===== config.mk =====
export PLATFORM = sky130hd
export DESIGN_NAME = pipeline_hazard_controller_flat
export DESIGN_NICKNAME = d
export VERILOG_FILES = /design/src/rtl/pipeline_hazard_controller_pkg.sv /design/src/rtl/pipeline_hazard_controller_if.sv /design/src/rtl/pipeline_hazard_controller_load_use_detector.sv /design/src/rtl/pipeline_hazard_controller.sv /design/src/flat_wrapper.sv
export SDC_FILE = /design/constraint.sdc
export NUM_CORES = 1
export LEC_CHECK = 0
export BUFFER_PORTS_ARGS = -buffer_cell sky130_fd_sc_hd__buf_4
export CAP_MARGIN = 10
export CORE_ASPECT_RATIO = 1.2
export CORE_MARGIN = 5
export CORE_UTILIZATION = 51
export DETAILED_ROUTE_END_ITERATION = 16
export PLACE_DENSITY = 0.85
export SYNTH_ARGS = -nofsm -noshare
export SYNTH_HDL_FRONTEND = slang
export SYNTH_SLANG_ARGS = --single-unit

===== constraint.sdc =====
create_clock -name CLK -period 2.9 [get_ports CLK]
set_input_delay 0.29 -clock CLK [delete_from_list [all_inputs] [get_ports CLK]]
set_output_delay 0.29 -clock CLK [all_outputs]
set_load 0.02 [all_outputs]

===== src/rtl/pipeline_hazard_controller_pkg.sv =====
// hazard_pkg: shared encodings and helpers for the pipeline hazard controller
//   HZ_*                  registered hazard class encodings (RUN/LOAD/DMISS/IMISS)
//   DATA_CACHE_LOAD_NONE  default "not a load" load-type code
//   sat_inc               increment that sticks at a caller-supplied maximum
package hazard_pkg;
   typedef enum logic [1:0] {
      HZ_RUN   = 2'd0,
      HZ_LOAD  = 2'd1,
      HZ_DMISS = 2'd2,
      HZ_IMISS = 2'd3
   } hz_state_e;
   localparam logic [2:0] DATA_CACHE_LOAD_NONE = 3'b000;
   function automatic logic [63:0] sat_inc(input logic [63:0] v, input logic [63:0] max_v);
      return (v >= max_v) ? v : v + 64'd1;
   endfunction
endpackage


===== src/rtl/pipeline_hazard_controller_if.sv =====
// pipeline_hazard_controller_if: pipeline <-> hazard controller signal bundle
//   master: pipeline side, drives cache-ready / EX operands / DM load info / branch
//   slave:  controller side, drives stall/clear controls, state and counters
//   load_use_hit: per-stage load-use hit vector, debug only
interface pipeline_hazard_controller_if #(
   parameter int REG_ADD_WIDTH    = 5,
   parameter int D_CACHE_LW_WIDTH = 3,
   parameter int LOAD_PIPE_DEPTH  = 3,
   parameter int CNT_WIDTH        = 32
);
   logic                                      INSTRUCTION_CACHE_READY;
   logic                                      DATA_CACHE_READY;
   logic [REG_ADD_WIDTH-1:0]                  RS1_ADDRESS_EXECUTION;
   logic [REG_ADD_WIDTH-1:0]                  RS2_ADDRESS_EXECUTION;
   logic                                      RS1_USED_EXECUTION;
   logic                                      RS2_USED_EXECUTION;
   logic [LOAD_PIPE_DEPTH*D_CACHE_LW_WIDTH-1:0] DATA_CACHE_LOAD_DM;
   logic [LOAD_PIPE_DEPTH*REG_ADD_WIDTH-1:0]  RD_ADDRESS_DM;
   logic                                      BRANCH_TAKEN_EXECUTION;
   logic                                      STALL_PROGRAME_COUNTER_STAGE;
   logic                                      STALL_INSTRUCTION_CACHE;
   logic                                      STALL_INSTRUCTION_FETCH_STAGE;
   logic                                      STALL_DECODING_STAGE;
   logic                                      STALL_EXECUTION_STAGE;
   logic                                      STALL_DATA_MEMORY_STAGE;
   logic                                      CLEAR_INSTRUCTION_FETCH_STAGE;
   logic                                      CLEAR_DECODING_STAGE;
   logic                                      CLEAR_EXECUTION_STAGE;
   logic [1:0]                                HAZARD_STATE;
   logic [CNT_WIDTH-1:0]                      LOAD_STALL_COUNT;
   logic [CNT_WIDTH-1:0]                      CACHE_STALL_COUNT;
   logic [LOAD_PIPE_DEPTH-1:0]                load_use_hit;
   modport master (
      output INSTRUCTION_CACHE_READY, DATA_CACHE_READY, RS1_ADDRESS_EXECUTION, RS2_ADDRESS_EXECUTION,
             RS1_USED_EXECUTION, RS2_USED_EXECUTION, DATA_CACHE_LOAD_DM, RD_ADDRESS_DM, BRANCH_TAKEN_EXECUTION,
      input  STALL_PROGRAME_COUNTER_STAGE, STALL_INSTRUCTION_CACHE, STALL_INSTRUCTION_FETCH_STAGE,
             STALL_DECODING_STAGE, STALL_EXECUTION_STAGE, STALL_DATA_MEMORY_STAGE,
             CLEAR_INSTRUCTION_FETCH_STAGE, CLEAR_DECODING_STAGE, CLEAR_EXECUTION_STAGE,
             HAZARD_STATE, LOAD_STALL_COUNT, CACHE_STALL_COUNT, load_use_hit
   );
   modport slave (
      input  INSTRUCTION_CACHE_READY, DATA_CACHE_READY, RS1_ADDRESS_EXECUTION, RS2_ADDRESS_EXECUTION,
             RS1_USED_EXECUTION, RS2_USED_EXECUTION, DATA_CACHE_LOAD_DM, RD_ADDRESS_DM, BRANCH_TAKEN_EXECUTION,
      output STALL_PROGRAME_COUNTER_STAGE, STALL_INSTRUCTION_CACHE, STALL_INSTRUCTION_FETCH_STAGE,
             STALL_DECODING_STAGE, STALL_EXECUTION_STAGE, STALL_DATA_MEMORY_STAGE,
             CLEAR_INSTRUCTION_FETCH_STAGE, CLEAR_DECODING_STAGE, CLEAR_EXECUTION_STAGE,
             HAZARD_STATE, LOAD_STALL_COUNT, CACHE_STALL_COUNT, load_use_hit
   );
endinterface


===== src/rtl/pipeline_hazard_controller_load_use_detector.sv =====
// load_use_detector: combinational load-use check of EX sources against DM1..DMn
//   rs1/rs2, rs1_used/rs2_used: EX-stage source registers and their use flags
//   load_dm, rd_dm: packed per-stage load codes / destinations, DM1 in the LSBs
//   lu: any stage hits; hit: per-stage hit vector
module load_use_detector import hazard_pkg::*; #(
   parameter int REG_ADD_WIDTH    = 5,
   parameter int D_CACHE_LW_WIDTH = 3,
   parameter logic [D_CACHE_LW_WIDTH-1:0] DATA_CACHE_LOAD_NONE = D_CACHE_LW_WIDTH'(hazard_pkg::DATA_CACHE_LOAD_NONE),
   parameter int LOAD_PIPE_DEPTH  = 3
) (
   input  logic [REG_ADD_WIDTH-1:0]                  rs1,
   input  logic [REG_ADD_WIDTH-1:0]                  rs2,
   input  logic                                      rs1_used,
   input  logic                                      rs2_used,
   input  logic [LOAD_PIPE_DEPTH*D_CACHE_LW_WIDTH-1:0] load_dm,
   input  logic [LOAD_PIPE_DEPTH*REG_ADD_WIDTH-1:0]  rd_dm,
   output logic                                      lu,
   output logic [LOAD_PIPE_DEPTH-1:0]                hit
);
   for (genvar k = 0; k < LOAD_PIPE_DEPTH; k++) begin : g_stage
      logic [REG_ADD_WIDTH-1:0] rd_k;
      assign rd_k   = rd_dm[k*REG_ADD_WIDTH +: REG_ADD_WIDTH];
      // x0 is hardwired zero, so a load targeting it never creates a dependency
      assign hit[k] = (load_dm[k*D_CACHE_LW_WIDTH +: D_CACHE_LW_WIDTH] != DATA_CACHE_LOAD_NONE) &&
                      (rd_k != '0) &&
                      ((rs1_used && rs1 == rd_k) || (rs2_used && rs2 == rd_k));
   end
   assign lu = |hit;
endmodule


===== src/rtl/pipeline_hazard_controller.sv =====
// pipeline_hazard_controller: per-stage stall/clear generation for the RISC-V pipeline
//   CLK, RST_N: rising-edge clock, asynchronous active-low reset
//   hz (slave): cache-ready, EX operands, DM load info and branch in;
//               stall/clear controls, registered hazard class and saturating stall counters out
module pipeline_hazard_controller import hazard_pkg::*; #(
   parameter int REG_ADD_WIDTH    = 5,
   parameter int D_CACHE_LW_WIDTH = 3,
   parameter logic [D_CACHE_LW_WIDTH-1:0] DATA_CACHE_LOAD_NONE = D_CACHE_LW_WIDTH'(hazard_pkg::DATA_CACHE_LOAD_NONE),
   parameter int LOAD_PIPE_DEPTH  = 3,
   parameter int CNT_WIDTH        = 32
) (
   input logic CLK,
   input logic RST_N,
   pipeline_hazard_controller_if.slave hz
);
   localparam logic [63:0] CNT_MAX = 64'({CNT_WIDTH{1'b1}});
   logic      lu, br, fp;
   hz_state_e cls, state;
   logic [CNT_WIDTH-1:0] load_cnt, cache_cnt;
   load_use_detector #(
      .REG_ADD_WIDTH(REG_ADD_WIDTH), .D_CACHE_LW_WIDTH(D_CACHE_LW_WIDTH),
      .DATA_CACHE_LOAD_NONE(DATA_CACHE_LOAD_NONE), .LOAD_PIPE_DEPTH(LOAD_PIPE_DEPTH)
   ) u_lud (
      .rs1(hz.RS1_ADDRESS_EXECUTION), .rs2(hz.RS2_ADDRESS_EXECUTION),
      .rs1_used(hz.RS1_USED_EXECUTION), .rs2_used(hz.RS2_USED_EXECUTION),
      .load_dm(hz.DATA_CACHE_LOAD_DM), .rd_dm(hz.RD_ADDRESS_DM),
      .lu(lu), .hit(hz.load_use_hit)
   );
   assign br  = hz.BRANCH_TAKEN_EXECUTION;
   assign cls = !hz.DATA_CACHE_READY        ? HZ_DMISS :
                lu                          ? HZ_LOAD  :
                !hz.INSTRUCTION_CACHE_READY ? HZ_IMISS : HZ_RUN;
   always_comb begin
      hz.STALL_PROGRAME_COUNTER_STAGE  = RST_N && (cls == HZ_DMISS || cls == HZ_LOAD || (cls == HZ_IMISS && !br));
      hz.STALL_INSTRUCTION_CACHE       = RST_N && cls != HZ_RUN;
      hz.STALL_INSTRUCTION_FETCH_STAGE = RST_N && cls != HZ_RUN;
      hz.STALL_DECODING_STAGE          = RST_N && (cls == HZ_DMISS || cls == HZ_LOAD);
      hz.STALL_EXECUTION_STAGE         = RST_N && (cls == HZ_DMISS || cls == HZ_LOAD);
      hz.STALL_DATA_MEMORY_STAGE       = RST_N && cls == HZ_DMISS;
      // a pending flush kills the stale wrong-path line on the first clean fetch cycle
      hz.CLEAR_INSTRUCTION_FETCH_STAGE = RST_N && ((cls == HZ_IMISS && br) || (cls == HZ_RUN && (br || fp)));
      hz.CLEAR_DECODING_STAGE          = RST_N && (cls == HZ_IMISS || (cls == HZ_RUN && br));
      hz.CLEAR_EXECUTION_STAGE         = RST_N && cls == HZ_LOAD;
   end
   assign hz.HAZARD_STATE      = state;
   assign hz.LOAD_STALL_COUNT  = load_cnt;
   assign hz.CACHE_STALL_COUNT = cache_cnt;
   always_ff @(posedge CLK or negedge RST_N) begin
      if (!RST_N) begin
         state     <= HZ_RUN;
         fp        <= 1'b0;
         load_cnt  <= '0;
         cache_cnt <= '0;
      end else begin
         state <= cls;
         fp    <= (cls == HZ_IMISS && br) || (fp && cls != HZ_RUN);
         if (cls == HZ_LOAD)
            load_cnt <= CNT_WIDTH'(sat_inc(64'(load_cnt), CNT_MAX));
         if (cls == HZ_DMISS || cls == HZ_IMISS)
            cache_cnt <= CNT_WIDTH'(sat_inc(64'(cache_cnt), CNT_MAX));
      end
   end
endmodule


===== src/flat_wrapper.sv =====
// flat-port wrapper written by rule: the top's interface ports become plain ports
module pipeline_hazard_controller_flat import hazard_pkg::*;
#(
   parameter int REG_ADD_WIDTH    = 5,
   parameter int D_CACHE_LW_WIDTH = 3,
   parameter logic [D_CACHE_LW_WIDTH-1:0] DATA_CACHE_LOAD_NONE = D_CACHE_LW_WIDTH'(hazard_pkg::DATA_CACHE_LOAD_NONE),
   parameter int LOAD_PIPE_DEPTH  = 3,
   parameter int CNT_WIDTH        = 32
)
  (CLK, RST_N, hz_INSTRUCTION_CACHE_READY, hz_DATA_CACHE_READY, hz_RS1_ADDRESS_EXECUTION, hz_RS2_ADDRESS_EXECUTION, hz_RS1_USED_EXECUTION, hz_RS2_USED_EXECUTION, hz_DATA_CACHE_LOAD_DM, hz_RD_ADDRESS_DM, hz_BRANCH_TAKEN_EXECUTION, hz_STALL_PROGRAME_COUNTER_STAGE, hz_STALL_INSTRUCTION_CACHE, hz_STALL_INSTRUCTION_FETCH_STAGE, hz_STALL_DECODING_STAGE, hz_STALL_EXECUTION_STAGE, hz_STALL_DATA_MEMORY_STAGE, hz_CLEAR_INSTRUCTION_FETCH_STAGE, hz_CLEAR_DECODING_STAGE, hz_CLEAR_EXECUTION_STAGE, hz_HAZARD_STATE, hz_LOAD_STALL_COUNT, hz_CACHE_STALL_COUNT, hz_load_use_hit);
  pipeline_hazard_controller_if #(.REG_ADD_WIDTH(REG_ADD_WIDTH), .D_CACHE_LW_WIDTH(D_CACHE_LW_WIDTH), .LOAD_PIPE_DEPTH(LOAD_PIPE_DEPTH), .CNT_WIDTH(CNT_WIDTH)) hz_i ();
  input logic CLK;
  input logic RST_N;
  input wire logic [$bits(hz_i.INSTRUCTION_CACHE_READY)-1:0] hz_INSTRUCTION_CACHE_READY;
  input wire logic [$bits(hz_i.DATA_CACHE_READY)-1:0] hz_DATA_CACHE_READY;
  input wire logic [$bits(hz_i.RS1_ADDRESS_EXECUTION)-1:0] hz_RS1_ADDRESS_EXECUTION;
  input wire logic [$bits(hz_i.RS2_ADDRESS_EXECUTION)-1:0] hz_RS2_ADDRESS_EXECUTION;
  input wire logic [$bits(hz_i.RS1_USED_EXECUTION)-1:0] hz_RS1_USED_EXECUTION;
  input wire logic [$bits(hz_i.RS2_USED_EXECUTION)-1:0] hz_RS2_USED_EXECUTION;
  input wire logic [$bits(hz_i.DATA_CACHE_LOAD_DM)-1:0] hz_DATA_CACHE_LOAD_DM;
  input wire logic [$bits(hz_i.RD_ADDRESS_DM)-1:0] hz_RD_ADDRESS_DM;
  input wire logic [$bits(hz_i.BRANCH_TAKEN_EXECUTION)-1:0] hz_BRANCH_TAKEN_EXECUTION;
  output wire logic [$bits(hz_i.STALL_PROGRAME_COUNTER_STAGE)-1:0] hz_STALL_PROGRAME_COUNTER_STAGE;
  output wire logic [$bits(hz_i.STALL_INSTRUCTION_CACHE)-1:0] hz_STALL_INSTRUCTION_CACHE;
  output wire logic [$bits(hz_i.STALL_INSTRUCTION_FETCH_STAGE)-1:0] hz_STALL_INSTRUCTION_FETCH_STAGE;
  output wire logic [$bits(hz_i.STALL_DECODING_STAGE)-1:0] hz_STALL_DECODING_STAGE;
  output wire logic [$bits(hz_i.STALL_EXECUTION_STAGE)-1:0] hz_STALL_EXECUTION_STAGE;
  output wire logic [$bits(hz_i.STALL_DATA_MEMORY_STAGE)-1:0] hz_STALL_DATA_MEMORY_STAGE;
  output wire logic [$bits(hz_i.CLEAR_INSTRUCTION_FETCH_STAGE)-1:0] hz_CLEAR_INSTRUCTION_FETCH_STAGE;
  output wire logic [$bits(hz_i.CLEAR_DECODING_STAGE)-1:0] hz_CLEAR_DECODING_STAGE;
  output wire logic [$bits(hz_i.CLEAR_EXECUTION_STAGE)-1:0] hz_CLEAR_EXECUTION_STAGE;
  output wire logic [$bits(hz_i.HAZARD_STATE)-1:0] hz_HAZARD_STATE;
  output wire logic [$bits(hz_i.LOAD_STALL_COUNT)-1:0] hz_LOAD_STALL_COUNT;
  output wire logic [$bits(hz_i.CACHE_STALL_COUNT)-1:0] hz_CACHE_STALL_COUNT;
  output wire logic [$bits(hz_i.load_use_hit)-1:0] hz_load_use_hit;
  assign hz_i.INSTRUCTION_CACHE_READY = hz_INSTRUCTION_CACHE_READY;
  assign hz_i.DATA_CACHE_READY = hz_DATA_CACHE_READY;
  assign hz_i.RS1_ADDRESS_EXECUTION = hz_RS1_ADDRESS_EXECUTION;
  assign hz_i.RS2_ADDRESS_EXECUTION = hz_RS2_ADDRESS_EXECUTION;
  assign hz_i.RS1_USED_EXECUTION = hz_RS1_USED_EXECUTION;
  assign hz_i.RS2_USED_EXECUTION = hz_RS2_USED_EXECUTION;
  assign hz_i.DATA_CACHE_LOAD_DM = hz_DATA_CACHE_LOAD_DM;
  assign hz_i.RD_ADDRESS_DM = hz_RD_ADDRESS_DM;
  assign hz_i.BRANCH_TAKEN_EXECUTION = hz_BRANCH_TAKEN_EXECUTION;
  assign hz_STALL_PROGRAME_COUNTER_STAGE = hz_i.STALL_PROGRAME_COUNTER_STAGE;
  assign hz_STALL_INSTRUCTION_CACHE = hz_i.STALL_INSTRUCTION_CACHE;
  assign hz_STALL_INSTRUCTION_FETCH_STAGE = hz_i.STALL_INSTRUCTION_FETCH_STAGE;
  assign hz_STALL_DECODING_STAGE = hz_i.STALL_DECODING_STAGE;
  assign hz_STALL_EXECUTION_STAGE = hz_i.STALL_EXECUTION_STAGE;
  assign hz_STALL_DATA_MEMORY_STAGE = hz_i.STALL_DATA_MEMORY_STAGE;
  assign hz_CLEAR_INSTRUCTION_FETCH_STAGE = hz_i.CLEAR_INSTRUCTION_FETCH_STAGE;
  assign hz_CLEAR_DECODING_STAGE = hz_i.CLEAR_DECODING_STAGE;
  assign hz_CLEAR_EXECUTION_STAGE = hz_i.CLEAR_EXECUTION_STAGE;
  assign hz_HAZARD_STATE = hz_i.HAZARD_STATE;
  assign hz_LOAD_STALL_COUNT = hz_i.LOAD_STALL_COUNT;
  assign hz_CACHE_STALL_COUNT = hz_i.CACHE_STALL_COUNT;
  assign hz_load_use_hit = hz_i.load_use_hit;
  pipeline_hazard_controller #(.REG_ADD_WIDTH(REG_ADD_WIDTH), .D_CACHE_LW_WIDTH(D_CACHE_LW_WIDTH), .DATA_CACHE_LOAD_NONE(DATA_CACHE_LOAD_NONE), .LOAD_PIPE_DEPTH(LOAD_PIPE_DEPTH), .CNT_WIDTH(CNT_WIDTH)) u_core (.CLK(CLK), .RST_N(RST_N), .hz(hz_i));
endmodule

==> impl_results.md <==
* Status: finished clean
* Pin count of the biggest net entering global routing at 41
* Layout Utilization at 68.75%
* Filler cell count at 579
* Top cells by count, synth: dfrtp_1 (67), xnor2_1 (60), nand2_1 (36), xor2_1 (30), nor2_1 (25)
* Worst relative slew slack at 67.18%
* Area leader, netlist: dfrtp_1
* Post-Route WL at 9.549 mm
* Setup TNS at 0 ns
* Area growth, synth to finish at 31.90%
* DR WL/cell at 16.13 um
* Final period util at 94.02%
* Critical Path Source Type: input pin
* Core footprint at 0.007232 mm^2
* Total GRT Usage at 21.09%
* Max Slew Vio Count at 0
* Worst path arrival time at 2.44 ns
* Post-Syn Area at 0.003770 mm^2
* Detail Placement HPWL at 7.477 mm
* Peak Freq at 366.7 MHz
* Power Total at 2.878 mW
* Most common cell in the netlist: dfrtp_1
* Die ar. at 0.009218 mm^2
* Vias in the first global route at 3260
* Total CTS buffers at 9
* Crit Path Class: input pin to output pin
* Synth warn at 0
* Final #Nets at 545
* Distinct cells, synth at 43
* Post-CTS sizing at 0
* Routability cong. at 0.9051
* Worst hold-check path type: input pin to flop
* Number of diodes at 0
* First-pass iteration count of the detailed router at 5
* # IOs at 119
* Peak supply drop at 0.0004250 V
* Fin. Hold Viols at 0
* Routed wl met2 at 4.780 mm
* Mapped Cells at 371
* Overflow after GRT at 0
* Synth top area cells: dfrtp_1 (44%), xnor2_1 (14%), xor2_1 (7.0%)
* Peak fanout along the critical path at 4
* Met3 wire length at 774 um
* Final setup fails at 0
* # port buffers at 118
* PwrDens at 578.8 mW/mm^2
* Worst-Skew Late Latency at 0.33 ns
* Number of synthesized flops with an enable pin at 0
* Final non-filler cell total at 592
* Initial core utilization at 52.13%
* Leak pwr at 2.260 nW
* TritonCTS clock tree: done
* Max-cap violations at 0
* Worst Setup End Kind: output pin
* Crit path time final at 2.727 ns
* Syn Area/Cell at 10.16 um^2
* H-tree depth at 3
* Xor/xnor share of the synthesized area at 20.91%
* Worst EP required at 2.61 ns
* Synth Register Bits at 67
* RSZ-0062 raised after global routing: no
* Post-synth top area share at 44.47%
* Asr flop ratio synth at 100.0%
* Post-Synth Adder-Cell Area at 1.991%
* Worst slew pin tran at 0.4923 ns
* Share of post-route cells with drive strength above 1 at 30.08%
* Area post-placement at 0.004761 mm^2
* Final instance area at 0.004972 mm^2
* Die Height at 104.2 um
* Antenna-violating nets left at 0
* Starting DRT DRC Count at 119
* Main combinational cell family by area after synthesis: simple AND/OR/NAND/NOR gates
* Initial antenna violation count at 0
* Vias at 3289
* Worst-path clk slew at 0.07 ns
* First-pass GRT wire length at 15.49 mm
* Clock Skew at 0.004212 ns
* Vias per cell at 5.556
* Longest Clk Path Bufs at 2
* Row Count at 34
* Uppermost layer routed: met4
* Clock Tree Root: clkbuf_8
* Syn_nets at 418
* Clock Sink Count at 67
* Chip width at 88.49 um
* Mux cell area share after synthesis at 0.8961%
* Seq/Total Area, Yosys at 44.47%
* M1 WL at 3.776 mm
* Top_reg_cell synth: dfrtp_1
* Drt drc at 0
* Placed cell count at 575
* Compound-Gate Fraction of Synth Area at 5.078%
* Simple-Gate Fraction of Synth Area at 24.33%
area by class of cell:
cell class / instances / area, um^2 / area share, %
clock buffers: 13 / 158.9 / 3.196
well taps: 90 / 112.6 / 2.265
multi-input cells: 285 / 2006 / 40.34
repair buffers: 123 / 938.4 / 18.87
flip-flops and latches: 67 / 1677 / 33.72
clock inverters: 2 / 35.03 / 0.7046
inverters: 12 / 45.04 / 0.9059
placed cells by master, fill, tap and decap left out, types with 4 or more instances in the layout:
master    count
nor2_1       25
clkbuf_8     11
nor2b_1       4
inv_1        12
and4_1        7
xor2_1       30
nand3_1      24
nor3_1        9
and2_1       12
nand2_1      36
dfrtp_1      67
nand4_1      20
nand2b_1      4
ha_1          6
and3_1       10
xnor2_1      60
buf_4       121
cells by family after synthesis:
family | after synthesis
and+or+nand+nor | 166
xor gates and xnor gates | 90
DFF | 67
AOI/OAI and AO/OA | 20
buffers and inverters | 19
adders and majority gates | 6
muxes | 3
final timing paths:
path                                           startpoint                               to  slack, ns  cells after the start
max                                   hz_RD_ADDRESS_DM[6]  hz_STALL_PROGRAME_COUNTER_STAGE       0.17                     11
min                             hz_BRANCH_TAKEN_EXECUTION                        u_core.fp       0.20                      3
max reg2reg                u_core.hz.CACHE_STALL_COUNT[7]   u_core.hz.CACHE_STALL_COUNT[1]       0.61                      7
min reg2reg                u_core.hz.LOAD_STALL_COUNT[31]   u_core.hz.LOAD_STALL_COUNT[31]       0.49                      1
max in group asynchronous                           RST_N   u_core.hz.LOAD_STALL_COUNT[24]       1.62                      3
min in group asynchronous                           RST_N   u_core.hz.CACHE_STALL_COUNT[1]       0.43                      2
routing by layer:
metal  vias up  GRT usage, %
met5         -             0
met4         0         7.991
met3        24         5.071
met2       146         35.45
met1      1589         25.66
li1       1530             -
metrics by stage:
step	hold WS (ns)	worst slack [ns]
2_1_floorplan	-0.005591	0.3397
3_3_place_gp	0.2510	0.1781
3_5_place_dp	0.2543	0.1119
4_1_cts	0.1985	0.1291
5_1_grt	0.2256	0.02560
6_report	0.2014	0.1733
report_power, final:
group	switching [mW]	internal (mW)	leakage [nW]	total (mW)
registers	0.165	1.07	0.824	1.24
clock network	0.323	0.439	0.0995	0.762
logic	0.488	0.392	1.34	0.880
total	0.977	1.90	2.26	2.88
state kept, by name, indices dropped and copies added, names as in the netlist:
name,count
u_core.hz.CACHE_STALL_COUNT,32
u_core.hz.HAZARD_STATE,2
u_core.hz.LOAD_STALL_COUNT,32
u_core.fp,1
timing repair:
| action | in CTS | in global routing |
|---|---|---|
| hold buffers | 1 | 0 |
| setup buffers | 0 | 1 |
| endpoints found under the hold margin | 27 | 0 |
| setup endpoints to repair | 0 | 1 |
worst max-delay path: stages:
cell     delay, ns
buf_4         0.13
or4_1         0.55
o32a_2        0.22
a22oi_4       0.24
nand3_1       0.10
nand2_1       0.12
inv_1         0.09
ha_1          0.24
nor2b_1       0.15
o21a_1        0.16
buf_4         0.15
Note: power is estimated with default switching activity, not from simulation.
